$ cat config.mk
export PLATFORM = sky130hd
export DESIGN_NAME = mem_access_unit
export DESIGN_NICKNAME = d
export VERILOG_FILES = /design/src/rtl/mem_pkg.sv /design/src/rtl/mem_access_unit_load_align.sv /design/src/rtl/mem_access_unit.sv
export SDC_FILE = /design/constraint.sdc
export NUM_CORES = 1
export LEC_CHECK = 0
export CORE_MARGIN = 10
export CORE_UTILIZATION = 49
export CTS_CLUSTER_DIAMETER = 120
export DETAILED_ROUTE_END_ITERATION = 16
export PLACE_DENSITY = 0.88
export SLEW_MARGIN = 0
export SYNTH_ARGS = -nofsm -noshare
export SYNTH_HDL_FRONTEND = slang
export SYNTH_SLANG_ARGS = --single-unit
export TNS_END_PERCENT = 20
$ cat constraint.sdc
create_clock -name clk -period 2.8 [get_ports clk]
set_input_delay 0.56 -clock clk [delete_from_list [all_inputs] [get_ports clk]]
set_output_delay 0.56 -clock clk [all_outputs]
set_load 0.01 [all_outputs]
$ cat src/rtl/mem_pkg.sv
// Shared types and constants for the load/store unit.
package mem_pkg;

    typedef enum logic [1:0] {IDLE, READ, WRITE, RESP} mau_state_t;

    localparam logic [2:0] F3_B  = 3'b000;
    localparam logic [2:0] F3_H  = 3'b001;
    localparam logic [2:0] F3_W  = 3'b010;
    localparam logic [2:0] F3_BU = 3'b100;
    localparam logic [2:0] F3_HU = 3'b101;

    // A request is rejected when misaligned for its width, when funct3 is not
    // a defined access type, or when an unsigned load type is used as a store.
    function automatic logic req_is_err(input logic we, input logic [2:0] funct3,
                                        input logic [1:0] lane);
        logic err;
        case (funct3)
            F3_B:    err = 1'b0;
            F3_H:    err = lane[0];
            F3_W:    err = (lane != 2'b00);
            F3_BU:   err = we;
            F3_HU:   err = we | lane[0];
            default: err = 1'b1;
        endcase
        return err;
    endfunction

endpackage

$ cat src/rtl/mem_access_unit_load_align.sv
// Selects the addressed byte/halfword lane of a RAM word and extends it.
module load_align
    import mem_pkg::*;
(
    input  logic [31:0] word,
    input  logic [1:0]  lane,
    input  logic [2:0]  funct3,
    output logic [31:0] data
);

    logic [7:0]  byte_sel;
    logic [15:0] half_sel;

    // Lane selection and sign/zero extension by access type.
    always_comb begin
        // NOTE: every output of a combinational block gets a default first so no latch is inferred.
        data     = '0;
        byte_sel = word[{lane, 3'b000} +: 8];
        half_sel = lane[1] ? word[31:16] : word[15:0];
        case (funct3)
            F3_B:    data = {{24{byte_sel[7]}}, byte_sel};
            F3_BU:   data = {24'h0, byte_sel};
            F3_H:    data = {{16{half_sel[15]}}, half_sel};
            F3_HU:   data = {16'h0, half_sel};
            F3_W:    data = word;
            default: data = '0;
        endcase
    end

endmodule

$ cat src/rtl/mem_access_unit.sv
// Load/store initiator: one request at a time, sub-word stores via
// read-modify-write against a word-only RAM, one-cycle response strobe.
module mem_access_unit
    import mem_pkg::*;
#(
    parameter int ADDR_W = 32
) (
    input  logic              clk,
    input  logic              reset,
    input  logic              req_valid,
    output logic              req_ready,
    input  logic              req_we,
    input  logic [2:0]        req_funct3,
    input  logic [ADDR_W-1:0] req_addr,
    input  logic [31:0]       req_wdata,
    output logic              rsp_valid,
    output logic [31:0]       rsp_rdata,
    output logic              rsp_err,
    output logic [ADDR_W-1:0] mem_addr,
    output logic              mem_wr_en,
    output logic [31:0]       mem_wdata,
    input  logic [31:0]       mem_rdata
);

    mau_state_t        state, next_state;
    logic              lat_we;
    logic [2:0]        lat_funct3;
    logic [ADDR_W-1:0] lat_addr;
    logic [31:0]       lat_wdata;
    logic [31:0]       merge_buf;
    logic [31:0]       rsp_rdata_q;
    logic              rsp_err_q;
    logic              accept;
    logic              req_err;
    logic [31:0]       load_data;
    logic [31:0]       merged;

    assign accept  = req_valid & req_ready;
    assign req_err = req_is_err(req_we, req_funct3, req_addr[1:0]);

    load_align u_load_align (
        .word   (mem_rdata),
        .lane   (lat_addr[1:0]),
        .funct3 (lat_funct3),
        .data   (load_data)
    );

    // Next-state selection; errors skip the RAM entirely, SW skips the read.
    always_comb begin
        next_state = state;
        case (state)
            IDLE: begin
                if (accept) begin
                    if (req_err)                next_state = RESP;
                    else if (!req_we)           next_state = READ;
                    else if (req_funct3 == F3_W) next_state = WRITE;
                    else                        next_state = READ;
                end
            end
            READ:    next_state = lat_we ? WRITE : RESP;
            WRITE:   next_state = RESP;
            RESP:    next_state = IDLE;
            default: next_state = IDLE;
        endcase
    end

    // State, request latch, merge buffer and response registers.
    always_ff @(posedge clk) begin
        if (reset) begin
            state       <= IDLE;
            lat_we      <= 1'b0;
            lat_funct3  <= '0;
            lat_addr    <= '0;
            lat_wdata   <= '0;
            merge_buf   <= '0;
            rsp_rdata_q <= '0;
            rsp_err_q   <= 1'b0;
        end else begin
            // NOTE: sequential state uses non-blocking assignments so every register samples pre-edge values.
            state <= next_state;
            case (state)
                IDLE: begin
                    if (accept) begin
                        lat_we      <= req_we;
                        lat_funct3  <= req_funct3;
                        lat_addr    <= req_addr;
                        lat_wdata   <= req_wdata;
                        rsp_err_q   <= req_err;
                        rsp_rdata_q <= '0;
                    end
                end
                READ: begin
                    if (lat_we) merge_buf   <= mem_rdata;
                    else        rsp_rdata_q <= load_data;
                end
                RESP: begin
                    rsp_rdata_q <= '0;
                    rsp_err_q   <= 1'b0;
                end
                default: ;
            endcase
        end
    end

    // Store merge: replace only the addressed lane of the buffered word.
    always_comb begin
        merged = merge_buf;
        case (lat_funct3)
            F3_W:    merged = lat_wdata;
            F3_B:    merged[{lat_addr[1:0], 3'b000} +: 8] = lat_wdata[7:0];
            F3_H:    merged[{lat_addr[1], 4'b0000} +: 16] = lat_wdata[15:0];
            default: merged = merge_buf;
        endcase
    end

    // Outputs are forced low while reset is high so an aborted write never reaches the RAM.
    always_comb begin
        req_ready = (state == IDLE) && !reset;
        rsp_valid = (state == RESP) && !reset;
        rsp_rdata = reset ? 32'h0 : rsp_rdata_q;
        rsp_err   = reset ? 1'b0 : rsp_err_q;
        mem_wr_en = (state == WRITE) && !reset;
        mem_addr  = '0;
        if (!reset && (state == READ || state == WRITE))
            mem_addr = {lat_addr[ADDR_W-1:2], 2'b00};
        mem_wdata = mem_wr_en ? merged : 32'h0;
    end

endmodule

==> flow_metrics.tcl, run 1 <==
set metrics [dict create \
    status "finished with violations" \
    violations "negative setup slack" \
    worstPathRequired_ns 2.24 \
    r2r_setup_slack_ns 0.91 \
    dpl.hpwl_um 18200 \
    fmax_mhz 355 \
    vias 7526 \
    grt_max_degree 109 \
    post-route-drc-count 0 \
    wl_um 25300 \
    clkTransAtPathRegs_ns 0.06 \
    critPathLaunchType "register" \
    cts_tree "done" \
    cpLargestDelayFamily "compound AO/OA/AOI/OAI gates" \
    dr.pass1.iters 5 \
    core_um2 14500 \
    synth.mux.area_fraction 0.0312 \
    cp.arrival_ns 2.25 \
    fin_area_um2 10200 \
    synth-simple-area-share 0.272 \
    ys_warn_count 0 \
    io_pins 203 \
    synth_area_um2 7220 \
    fin_crit_ns 2.81 \
    insertion_delay_ns 0.43 \
    fin_nets 1227 \
    rsz0062_at_grt "true" \
    cp-end-kind "primary output" \
    hold_path.startpoint "merge_buf[14]$_SDFFE_PP0P_" \
    finalClockSkew_ns 0.00738 \
    worst-path-max-fanout 8 \
    synth-seq-area-share 0.374 \
    dieArea_um2 20000 \
    drive_above_1_share 0.137 \
    synth-async-reset-ratio 0 \
    crit_path_cell_trace "inv_2 -> buf_6 -> ha_2 -> nand2b_1 -> a31o_4 -> a211oi_1 -> o22ai_1 -> dlygate4sd2_1" \
    cap_violations 0 \
    route.detailed.wl_per_inst_um 19.3 \
    vdd_drop_max_v 0.000505 \
    dp_cells 1275 \
    hold_viol 0 \
    hold-path-cell-count 2 \
    port_buffers 200 \
    die_y_um 141 \
    synth-seq-cells 135 \
    reg2regPathDepth 5 \
    antenna_found_initial 0 \
    grt_pass1_wl_um 39200 \
    grt-ovfl-total 0 \
    slew_viol_final 0 \
    synth.distinct_cells 62 \
    critPathKind "reg2out" \
    cpMaxStageDelayCell "dfxtp_2" \
    ctsRootBufferMaster "clkbuf_16" \
    min_path_type "reg2reg" \
    path_buf_inv 3 \
    ys.flop_type "dfxtp_1" \
    instances_no_fill 1310 \
    fin_crit_sh 1.00 \
    synth_xor_area_frac 0 \
    syn_avg_cell_area_um2 7.88 \
    netlist_instances 917 \
    finalWorstSetupSlack_ns -0.0134 \
    power.density_nw_per_um2 736 \
    max_stage_delay_ns 0.32 \
    clock_sinks 135 \
    rows 44 \
    viasPerCell 5.75 \
    synth-adder-area-share 0.0173 \
    relSlewSlack 0.489 \
    finalSetupViolations 1 \
    grtUsageTotal 0.242 \
    synth-compound-area-share 0.251 \
    synth_top_family_by_area "simple AND/OR/NAND/NOR gates" \
    max_slew.worst_pin.slew_ns 0.763 \
    start_util 0.499 \
    die_width_um 141 \
    finalWeightedCongestion 0.963 \
    ctsHtreeMaxLevel 4 \
    timing.rr.start "lat_funct3[1]$_SDFFE_PP0P_" \
    grt_pass1_vias 7296 \
    n_fill_cell 1134 \
    r2r_end "rsp_rdata_q[7]$_SDFFE_PP0P_" \
    synth_edf_count 0 \
    cts_buffers 17 \
    drt_iter0_markers 742 \
    syn_to_final_growth_pct 41.3 \
    insertedDiodeCount 0 \
    antenna_left 0 \
    power.leakage_nw 3.97 \
    place_area_um2 9520 \
    clockBufferDepth 2 \
    min_to "merge_buf[14]$_SDFFE_PP0P_" \
]
-- cells in the final DEF, fill, tap and decap left out, types with 16 or more instances in the layout --
cell type        Yosys  final
a21oi_1             56     55
nand2b_1            67     66
clkdlybuf4s50_1      0    137
clkbuf_16            0     17
nor2_1              27     27
o2bb2ai_1           18     18
dfxtp_1            135    131
buf_4                7     39
nor2b_1             51     50
a22oi_1             26     26
dlygate4sd2_1        0     23
o21ai_0             93     92
nand2_1            166    166
nand3_1             16     16
and2_1              32     32
-- worst register-to-register path, delay by kind of cell, from the launching register on --
family	cells	cell delay, ns
and+or+nand+nor	1	0.66
buffers and inverters	2	0.50
DFF	1	0.37
AOI/OAI and AO/OA	2	0.29
-- state kept, by name, summed over array words and instances, names as in the netlist --
| name | count |
|---|---|
| lat_addr | 32 |
| lat_wdata | 32 |
| merge_buf | 32 |
| rsp_rdata_q | 32 |
| lat_funct3 | 3 |
| state | 2 |
| lat_we | 1 |
| rsp_err_q | 1 |
-- cell families (layout without fill, tap and decap cells) --
family / count (synthesis) / in the layout
simple gates: 388 / 388
compound gates: 281 / 281
other cells: 1 / 2
buf+inv: 82 / 290
mux: 20 / 20
flops: 135 / 135
fa+ha+maj: 10 / 10
-- report_power, final --
group	internal [mW]	leakage (nW)	switching (mW)
clock	1.37	0.284	0.866
combinational	1.21	2.58	1.55
sequential	2.25	1.10	0.257
-- final cells by class --
type	instances	area (um2)	area share
Clock buffer	20	467	0.0457
Inverter	11	47.5	0.00466
Tap cell	184	230	0.0226
Timing Repair Buffer	248	2380	0.233
Multi-Input combinational cell	701	4250	0.416
Sequential cell	135	2710	0.266
Clock inverter	11	124	0.0121
-- metal layers --
metal,track usage,part of all wire
met4,0.103,0.029
met3,0.0901,0.11
met1,0.282,0.39
met5,0,0
met2,0.390,0.47
-- stage by stage --
step	power (mW)	setup TNS (ns)	worst slack (ns)	hold WS, ns	util
floorplan	4.09	0	0.232	0.437	-
global placement	5.10	0	0.0727	0.450	0.657
detailed placement	5.17	0	0.0335	0.461	0.657
CTS	7.41	-0.781	-0.138	0.470	0.701
global route	7.88	-0.0889	-0.0417	0.479	0.705
finish	7.51	-0.0134	-0.0134	0.464	0.705
-- Yosys cell counts, drive strengths merged, types with 12 or more instances --
cell type,instances,share of area
nand2,166,0.086
mux2i,12,0.017
and2,32,0.028
dfxtp,135,0.37
buf,31,0.027
a21oi,58,0.041
nand2b,67,0.058
o21ai,94,0.067
o2bb2ai,18,0.022
clkbuf,40,0.021
nor2b,51,0.044
nand3,16,0.011
a22o,15,0.018
nor2,28,0.015
a22oi,26,0.027
-- what timing repair did --
item                       CTS  global route
setup buffers                4             2
pin swaps                    5             9
setup endpoints to repair   62            42
hold buffers                 0             0
resized for setup          112            52
-- worst max path at each step --
stage               cells after the start                startpoint             to
floorplan                               7  lat_addr[1]$_SDFFE_PP0P_  mem_wdata[24]
global placement                        7                     reset  mem_wdata[14]
detailed placement                      7                     reset  mem_wdata[13]
CTS                                     9  lat_addr[1]$_SDFFE_PP0P_  mem_wdata[11]
global route                            8  lat_addr[0]$_SDFFE_PP0P_  mem_wdata[16]
finish                                  8  lat_addr[0]$_SDFFE_PP0P_  mem_wdata[16]
Power figures use the tool's default switching activity.
==> inputs of run 2 (changes only) <==
--- a/config.mk
+++ b/config.mk
@@ -8,6 +8,7 @@
 export CORE_MARGIN = 10
 export CORE_UTILIZATION = 49
 export CTS_CLUSTER_DIAMETER = 120
+export CTS_CLUSTER_SIZE = 16
 export DETAILED_ROUTE_END_ITERATION = 16
 export PLACE_DENSITY = 0.88
 export SLEW_MARGIN = 0
==> results of run 2 <==
The final DEF is identical to that of run 1; final timing and power are the same.
